--- config.mk ---
export PLATFORM = sky130hd
export DESIGN_NAME = umi_reghost
export DESIGN_NICKNAME = d
export VERILOG_FILES = /design/src/rtl/umi_reghost_pkg.sv /design/src/rtl/umi_reghost.sv
export SDC_FILE = /design/constraint.sdc
export NUM_CORES = 1
export LEC_CHECK = 0
export ABC_AREA = 0
export CAP_MARGIN = 25
export CORE_AREA = 3 3 228 230
export DETAILED_ROUTE_END_ITERATION = 16
export DIE_AREA = 0 0 231 233
export PLACE_DENSITY = 0.49
export SLEW_MARGIN = 20
export SYNTH_ARGS = -nofsm -noshare
export SYNTH_HDL_FRONTEND = slang
export SYNTH_SLANG_ARGS = --single-unit
export TNS_END_PERCENT = 50
--- constraint.sdc ---
create_clock -name clk -period 2.93 [get_ports clk]
set_input_delay 0.7325 -clock clk [delete_from_list [all_inputs] [get_ports clk]]
set_output_delay 0.7325 -clock clk [all_outputs]
set_load 0.02 [all_outputs]
--- src/rtl/umi_reghost_pkg.sv ---
// UMI register host: shared opcodes and the local FSM state encoding.
package umi_reghost_pkg;

    // UMI request/response opcodes (cmd[4:0]), as in umi_messages.vh
    localparam logic [4:0] UMI_REQ_READ   = 5'h01;
    localparam logic [4:0] UMI_REQ_WRITE  = 5'h03;
    localparam logic [4:0] UMI_REQ_POSTED = 5'h05;
    localparam logic [4:0] UMI_RESP_READ  = 5'h02;
    localparam logic [4:0] UMI_RESP_WRITE = 5'h04;

    typedef enum logic [1:0] {
        ST_IDLE = 2'd0,
        ST_REQ  = 2'd1,
        ST_WAIT = 2'd2
    } state_t;

endpackage

--- src/rtl/umi_reghost.sv ---
// UMI register host: turns single register read/write/posted requests from a
// local controller into UMI requests, waits for the response (with optional
// timeout) and returns read data plus completion status.
module umi_reghost
    import umi_reghost_pkg::*;
#(
    parameter int RW  = 32,
    parameter int CW  = 32,
    parameter int AW  = 64,
    parameter int DW  = 64,
    parameter logic [AW-1:0] HOSTADDR = '0,
    parameter int TOW = 8
) (
    input  logic          clk,
    input  logic          nreset,
    input  logic          reg_valid,
    input  logic          reg_write,
    input  logic          reg_posted,
    input  logic [AW-1:0] reg_addr,
    input  logic [RW-1:0] reg_wdata,
    output logic          reg_ready,
    output logic          reg_done,
    output logic [RW-1:0] reg_rdata,
    output logic [1:0]    reg_err,
    output logic          uhost_req_valid,
    output logic [CW-1:0] uhost_req_cmd,
    output logic [AW-1:0] uhost_req_dstaddr,
    output logic [AW-1:0] uhost_req_srcaddr,
    output logic [DW-1:0] uhost_req_data,
    input  logic          uhost_req_ready,
    input  logic          uhost_resp_valid,
    input  logic [CW-1:0] uhost_resp_cmd,
    input  logic [AW-1:0] uhost_resp_dstaddr,
    input  logic [AW-1:0] uhost_resp_srcaddr,
    input  logic [DW-1:0] uhost_resp_data,
    output logic          uhost_resp_ready
);

    // counter keeps at least one bit so TOW=0 still elaborates; the compare is gated off
    localparam int CNTW    = (TOW > 0) ? TOW : 1;
    localparam int TIMEOUT = (TOW > 0) ? (2 ** TOW) - 1 : 1;
    // the counter starts at 0 in the first WAIT cycle, so the last WAIT cycle sees TIMEOUT-1
    localparam logic [CNTW-1:0] CNT_LAST = CNTW'(TIMEOUT - 1);
    localparam logic [2:0]      SIZE     = 3'($clog2(RW / 8));

    // single-beat command word: opcode, size, everything else zero
    function automatic logic [CW-1:0] pack_cmd(input logic [4:0] opcode);
        logic [CW-1:0] c;
        c      = '0;
        c[4:0] = opcode;
        c[7:5] = SIZE;
        return c;
    endfunction

    function automatic logic [DW-1:0] zext_data(input logic [RW-1:0] d);
        logic [DW-1:0] r;
        r         = '0;
        r[RW-1:0] = d;
        return r;
    endfunction

    state_t          state;
    logic            is_read;
    logic            is_posted;
    logic [CNTW-1:0] cnt;
    logic [4:0]      resp_op;
    logic            resp_match;
    logic            timeout_hit;
    logic            unused_bits;

    assign reg_ready         = (state == ST_IDLE);
    assign uhost_req_srcaddr = HOSTADDR;
    assign uhost_resp_ready  = 1'b1;
    assign resp_op           = uhost_resp_cmd[4:0];
    assign timeout_hit       = (TOW != 0) && (cnt == CNT_LAST);
    assign unused_bits       = ^{uhost_resp_dstaddr, uhost_resp_srcaddr,
                                 uhost_resp_cmd, uhost_resp_data};

    // response opcode must match the kind of request outstanding
    always_comb begin
        resp_match = 1'b0;
        if (is_read) resp_match = (resp_op == UMI_RESP_READ);
        else         resp_match = (resp_op == UMI_RESP_WRITE);
    end

    // transaction FSM with registered request and completion outputs
    always_ff @(posedge clk or negedge nreset) begin
        if (!nreset) begin
            state             <= ST_IDLE;
            is_read           <= 1'b0;
            is_posted         <= 1'b0;
            cnt               <= '0;
            reg_done          <= 1'b0;
            reg_rdata         <= '0;
            reg_err           <= '0;
            uhost_req_valid   <= 1'b0;
            uhost_req_cmd     <= '0;
            uhost_req_dstaddr <= '0;
            uhost_req_data    <= '0;
        end else begin
            reg_done <= 1'b0;
            case (state)
                ST_IDLE: begin
                    if (reg_valid) begin
                        is_read           <= ~reg_write;
                        is_posted         <= reg_write & reg_posted;
                        uhost_req_dstaddr <= reg_addr;
                        uhost_req_valid   <= 1'b1;
                        if (!reg_write) begin
                            uhost_req_cmd  <= pack_cmd(UMI_REQ_READ);
                            uhost_req_data <= '0;
                        end else begin
                            uhost_req_cmd  <= pack_cmd(reg_posted ? UMI_REQ_POSTED
                                                                  : UMI_REQ_WRITE);
                            uhost_req_data <= zext_data(reg_wdata);
                        end
                        state <= ST_REQ;
                    end
                end
                ST_REQ: begin
                    if (uhost_req_ready) begin
                        uhost_req_valid <= 1'b0;
                        if (is_posted) begin
                            reg_done <= 1'b1;
                            reg_err  <= 2'b00;
                            state    <= ST_IDLE;
                        end else begin
                            cnt   <= '0;
                            state <= ST_WAIT;
                        end
                    end
                end
                ST_WAIT: begin
                    // a response in the timeout cycle takes priority
                    if (uhost_resp_valid) begin
                        reg_done <= 1'b1;
                        state    <= ST_IDLE;
                        if (resp_match) begin
                            reg_err <= uhost_resp_cmd[26:25];
                            if (is_read) reg_rdata <= uhost_resp_data[RW-1:0];
                        end else begin
                            reg_err <= 2'b10;
                        end
                    end else if (timeout_hit) begin
                        reg_done <= 1'b1;
                        reg_err  <= 2'b11;
                        state    <= ST_IDLE;
                    end else begin
                        cnt <= cnt + CNTW'(1);
                    end
                end
                default: state <= ST_IDLE;
            endcase
        end
    end

endmodule

* Word level (Yosys, flattened, before mapping) *
Index checks and enable logic that the tools add are counted.

operators by class
  reduce and logical (&&, ||, !) cells = 9
  multiplexer cells = 29
  bitwise gates (word level) = 2
  shifts and indexed selects = 0
  divide/modulo/power cells = 0
  $add $sub $neg = 1
  eq/ne operators = 12
  $lt $le $gt $ge = 0
  multiply operators = 0

operator list
  kind                 number
  $mux 32              1
  $mux 8               4
  $mux 2               10
  $pmux 8 s2           1
  $ne 2x2->1 const B   6
  $add 8x1->8 const B  1
  $eq 8x8->1 const B   1
  $reduce_and 4->1     2
  $mux 1               7
  $mux 3               2
  $pmux 2 s3           1
  $reduce_and 3->1     2
  $eq 5x2->1 const B   1
  $eq 5x3->1 const B   1
  $reduce_and 5->1     1
  $pmux 1 s2           2
  $pmux 2 s2           1
  $reduce_bool 2->1    2
  $ne 3x3->1 const B   1
  $eq 2x1->1 const B   1
  $eq 2x2->1 const B   1
  $logic_not 2->1      1
  $reduce_and 2->1     1
  $and 1x1->1          1
  $not 1->1            1

word-level totals
  output and inout port bits = 262
  flip-flop bits (word level) = 208
  RAM bits = 0
  input bits = 327
  latch bits = 0
  memory bits (read-only) = 0
  word-level logic and storage cells = 64
  memories = 0

* Logic depth before layout (Yosys ltp) *
  word-level depth = 5
  gate-level depth with buffers = 7
  depth with buffers taken out = 6

* Worst setup path after synthesis *
Ideal clock, no wire load.

  path type = input to register
  from = input port uhost_resp_cmd[0]
  to = register reg_rdata[0]
  path slack = 0.961 ns
  required time = 2.805 ns
  arrival = 1.844 ns
  library setup time = 0.125 ns
  path buffers = 1
  cell stages on the path = 5
  path through = nor3_1 nand2_1 nor2_1 buf_2 mux2_2

between the ends
  cells in the longest elaborated chain, start to end = 3
  elaborated cells between the ends (all ways) = 4
  those cells by class = 2 x eq/ne; 1 x mux; 1 x reduce/logical

ends and longest elaborated chain
  what                                      RTL line                              RTL
  start, declared                           umi_reghost.sv:32                     input logic [CW-1:0] uhost_resp_cmd,
  $eq 5x3->1 or $eq 5x2->1 (tied branches)  umi_reghost.sv:83, umi_reghost.sv:82
  $mux 1 *                                  umi_reghost.sv:82                     if (is_read) resp_match = (resp_op == UMI_RESP_READ);
  $reduce_and 4->1 (no source line) *       --
  end signal, assigned                      umi_reghost.sv:140                    if (is_read) reg_rdata <= uhost_resp_data[RW-1:0];
  end, declared                             umi_reghost.sv:23                     output logic [RW-1:0] reg_rdata,

Mark *: on every way between the ends. The rest lies on a longest branch, timed or not.
A chain may end at the register's enable or synchronous reset.

* Final worst setup path *
  from = register state[0]
  to = output port reg_ready

between the ends
  cells in the longest elaborated chain, start to end = 1

ends and longest elaborated chain
  what                    RTL line            RTL
  start, declared         umi_reghost.sv:62   state_t state;
  start signal, assigned  umi_reghost.sv:89   state <= ST_IDLE;
  start signal, assigned  umi_reghost.sv:117  state <= ST_REQ;
  start signal, assigned  umi_reghost.sv:126  state <= ST_IDLE;
  $logic_not 2->1         umi_reghost.sv:71   assign reg_ready = (state == ST_IDLE);
  end, declared           umi_reghost.sv:21   output logic reg_ready,

No other way between the ends.

==> impl_metrics.csv <==
group,metric,value,unit
cts,cts_hold_buf,0,
layout,drive_gt1_share,16.6,%
outcome,status,"finished, final reports clean",
floorplan,die_width,231,um
global_routing,grt_use_total,7.26,%
floorplan,row_count,82,
place,io_buffers,278,
cts,cts_tree,"yes",
pwr,power.switching,3.59,mW
floorplan,start_util,13.5,%
setup_path,startpoint,"state[0]$_DFFE_PN0P_",
floorplan,core,0.0501,mm^2
global_routing,antenna_found_initial,0,
synth,netlist_area,0.00676,mm^2
pwr,ir_drop,0.495,mV
sta,worst_pin_slew,0.657,ns
setup_path,rrSetupSlack,0.94,ns
floorplan,die_y,233,um
cts,cts_buffer_depth,2,
detailed_routing,vias,4821,
place,pre_cts_slack,0.470,ns
layout,n_fill_cell,5496,
sta,rsz0062_at_grt,"no",
synth,synthTopCellsByArea,"dfrtp_1 54%, mux2_2 16%, buf_4 14%, nand2_1 4.6%, o21ai_0 3.4%",
min_path,hp-class,"primary input to async pin",
cts,cts_setup_buffers,0,
synth,synth.top_cell.area_share,54.0,%
global_routing,grt_max_degree,56,
synth,syn_area_per_cell,11.6,um^2
synth,yosys_warnings,0,
sta,clock_skew,0.0106,ns
setup_path,cp_data_required_time,2.20,ns
pwr,swShare,36.8,%
sta,drv_slew,0,
setup_path,r2r-end,"cnt[4]$_DFFE_PN0P_",
sta,max-slew-margin-rel,55.9,%
setup_path,worstSetupPathType,"flop to output port",
setup_path,cp_data_arrival_time,1.95,ns
sta,finalCritPeriodShare,91.6,%
sta,hold_viol_final,0,
cts,clockRootBuffer,"clkbuf_16",
flow_run,cap_violations,0,
detailed_routing,drc_errors,0,
setup_path,cp-end-kind,"output port",
pwr,power.density,922,mW/mm^2
synth,yosysTopAreaCell,"dfrtp_1",
global_routing,grt_pass1_vias,4919,
setup_path,r2r_start,"state[0]$_DFFE_PN0P_",
synth,ys_ff_latch,146,
detailed_routing,drtIter0Drc,120,
pwr,power_frac_comb,43.2,%
global_routing,gr-total-overflow,0,
detailed_routing,wirelength,19.4,mm
synth,yosysUniqueCellTypes,37,
cts,cts_sinks,146,
detailed_routing,firstDrtPassIters,4,
pwr,p_clk_share,24.2,%
detailed_routing,via_per_inst,3.12,
layout,final_nets,1194,
pwr,p_int,6.16,mW
place,gp_congestion,0.709,
detailed_routing,drtAntennaViolNets,0,
sta,setup_viol,0,
cts,cts-htree-levels,4,
global_routing,grt_pass1_wl,28.6,mm
layout,n_antenna_cell,0,
floorplan,die_area,0.0538,mm^2
setup_path,rr_worst_depth,6,
sta,setup_ws,0.247,ns
cts,insertion_delay,0.47,ns
cts,cts.clk_slew.worst_paths,0.07,ns
detailed_routing,routedWlPerCell,12.6,um
cts,cts-buffers-inserted,17,
floorplan,num_io_pins,589,
synth,syn_inst,584,
setup_path,critPathMaxFanout,5,
place,place_hpwl,14.5,mm
layout,areaGrowthSynthToFinish,56.4,%
synth,ys_seq_area_share,54.0,%
setup_path,crit_path_start_kind,"flop",
pwr,p_leak,4.49,nW
sta,max_freq,373,MHz
setup_path,crit_path_end,"reg_ready",
sta,final.min_clock_period,2.68,ns
sta,setup_tns,0,ns
cts,cts_resized,0,
pwr,power_frac_seq,32.6,%
cell usage in the layout, fill, tap and decap left out, types with 3 or more instances in the layout:
master             n
clkdlybuf4s50_1  277
dfrtp_1          146
conb_1           125
mux2_2            96
nand2_1           81
o21ai_0           46
clkbuf_16         17
nand3_1            8
inv_1              6
buf_12             6
nand2b_1           5
ha_1               5
nor3_1             4
o211ai_1           4
a21oi_1            3
o2bb2ai_1          3
inv_8              3
clkinv_4           3
area by class of cell:
cell class              instances  area, um^2  share of cell area (%)
flip-flops and latches        146        3650                    34.5
repair buffers                286        2920                    27.6
multi-input cells             405        2520                    23.8
well taps                     672         841                    7.95
clock buffers                  19         453                    4.28
clock inverters                13         169                    1.60
inverters                       6        22.5                   0.213
per-layer routing:
metal	global-route usage (%)	share of wire, %	vias up
met5	0	0	-
li1	-	-	2261
met2	10.8	46	262
met4	3.87	2.4	0
met1	7.72	38	2277
met3	4.98	13	21
how the worst min path moves through the flow:
stage	startpoint	end	slack [ns]	cells after the start
6_report	nreset	uhost_req_dstaddr[46]$_DFFE_PN0P_	0.19	1
5_1_grt	nreset	uhost_req_dstaddr[49]$_DFFE_PN0P_	0.17	1
4_1_cts	nreset	uhost_req_dstaddr[49]$_DFFE_PN0P_	0.15	1
3_5_place_dp	uhost_req_data[11]$_DFFE_PN0P_	uhost_req_data[11]$_DFFE_PN0P_	0.47	2
3_3_place_gp	uhost_req_data[17]$_DFFE_PN0P_	uhost_req_data[17]$_DFFE_PN0P_	0.47	2
2_1_floorplan	nreset	cnt[0]$_DFFE_PN0P_	0.44	0
sequential cells by signal, summed over array words and instances (netlist names):
name	flops
state	2
is_read	1
cnt	8
reg_rdata	32
uhost_req_data	32
reg_err	2
uhost_req_dstaddr	64
uhost_req_cmd	3
reg_done	1
uhost_req_valid	1
critical path, cell delays in order, from the launching register on:
cell	delay, ns
dfrtp_1	0.38
inv_1	0.10
ha_1	0.31
clkdlybuf4s50_1	0.69
power by group through the flow:
stage / combinational (mW) / clock [mW] / sequential [mW]
after floorplan: 1.34 / 0 / 4.06
after global placement: 4.28 / 0 / 3.18
after detailed placement: 4.27 / 0 / 3.21
after CTS: 4.29 / 2.51 / 3.19
after global routing: 4.52 / 2.57 / 3.29
final: 4.22 / 2.36 / 3.18
through the flow:
stage / std cells / cell area, um^2 / hold WS, ns / util (%) / power (mW)
2_1_floorplan: 707 / 7220 / 0.437 / - / 5.40
3_3_place_gp: 1515 / 9950 / 0.465 / 19.9 / 7.46
3_5_place_dp: 1515 / 9950 / 0.469 / 19.9 / 7.48
4_1_cts: 1547 / 10600 / 0.151 / 21.1 / 9.99
5_1_grt: 1547 / 10600 / 0.170 / 21.1 / 10.4
6_report: 1547 / 10600 / 0.194 / 21.1 / 9.75
synth_stat cells:
| library cell | n |
|---|---|
| a21o_1 | 1 |
| a21o_2 | 1 |
| a21oi_1 | 3 |
| a31oi_1 | 1 |
| a32o_1 | 1 |
| and2_2 | 1 |
| buf_2 | 4 |
| buf_4 | 127 |
| clkbuf_1 | 18 |
| clkbuf_2 | 1 |
| conb_1 | 2 |
| dfrtp_1 | 146 |
| ha_1 | 5 |
| inv_1 | 6 |
| mux2_2 | 96 |
| nand2_1 | 82 |
| nand2b_1 | 5 |
| nand3_1 | 8 |
| nand3b_1 | 1 |
| nand4_1 | 1 |
| nand4_2 | 1 |
| nor2_1 | 3 |
| nor2b_1 | 2 |
| nor3_1 | 4 |
| nor3b_1 | 2 |
| o211a_1 | 1 |
| o211a_4 | 1 |
| o211ai_1 | 4 |
| o21ai_0 | 46 |
| o21ai_1 | 1 |
| o2bb2ai_1 | 3 |
| o311ai_0 | 1 |
| o41ai_1 | 1 |
| or2_2 | 1 |
| or3b_1 | 1 |
| or4b_2 | 1 |
| xor2_1 | 1 |
logic make-up (layout without fill, tap and decap cells):
group	count (synthesis)	in the layout	synth area share, %
other	2	125	0.111
adder cells (fa/ha/maj)	5	5	0.925
AND/OR/NAND/NOR	113	113	7.35
flip-flops	146	146	54.0
XOR/XNOR	1	1	0.130
AO/OA/AOI/OAI	65	65	5.68
multiplexers	96	96	16.0
buffers and inverters	156	324	15.8
Power figures use the tool's default switching activity.
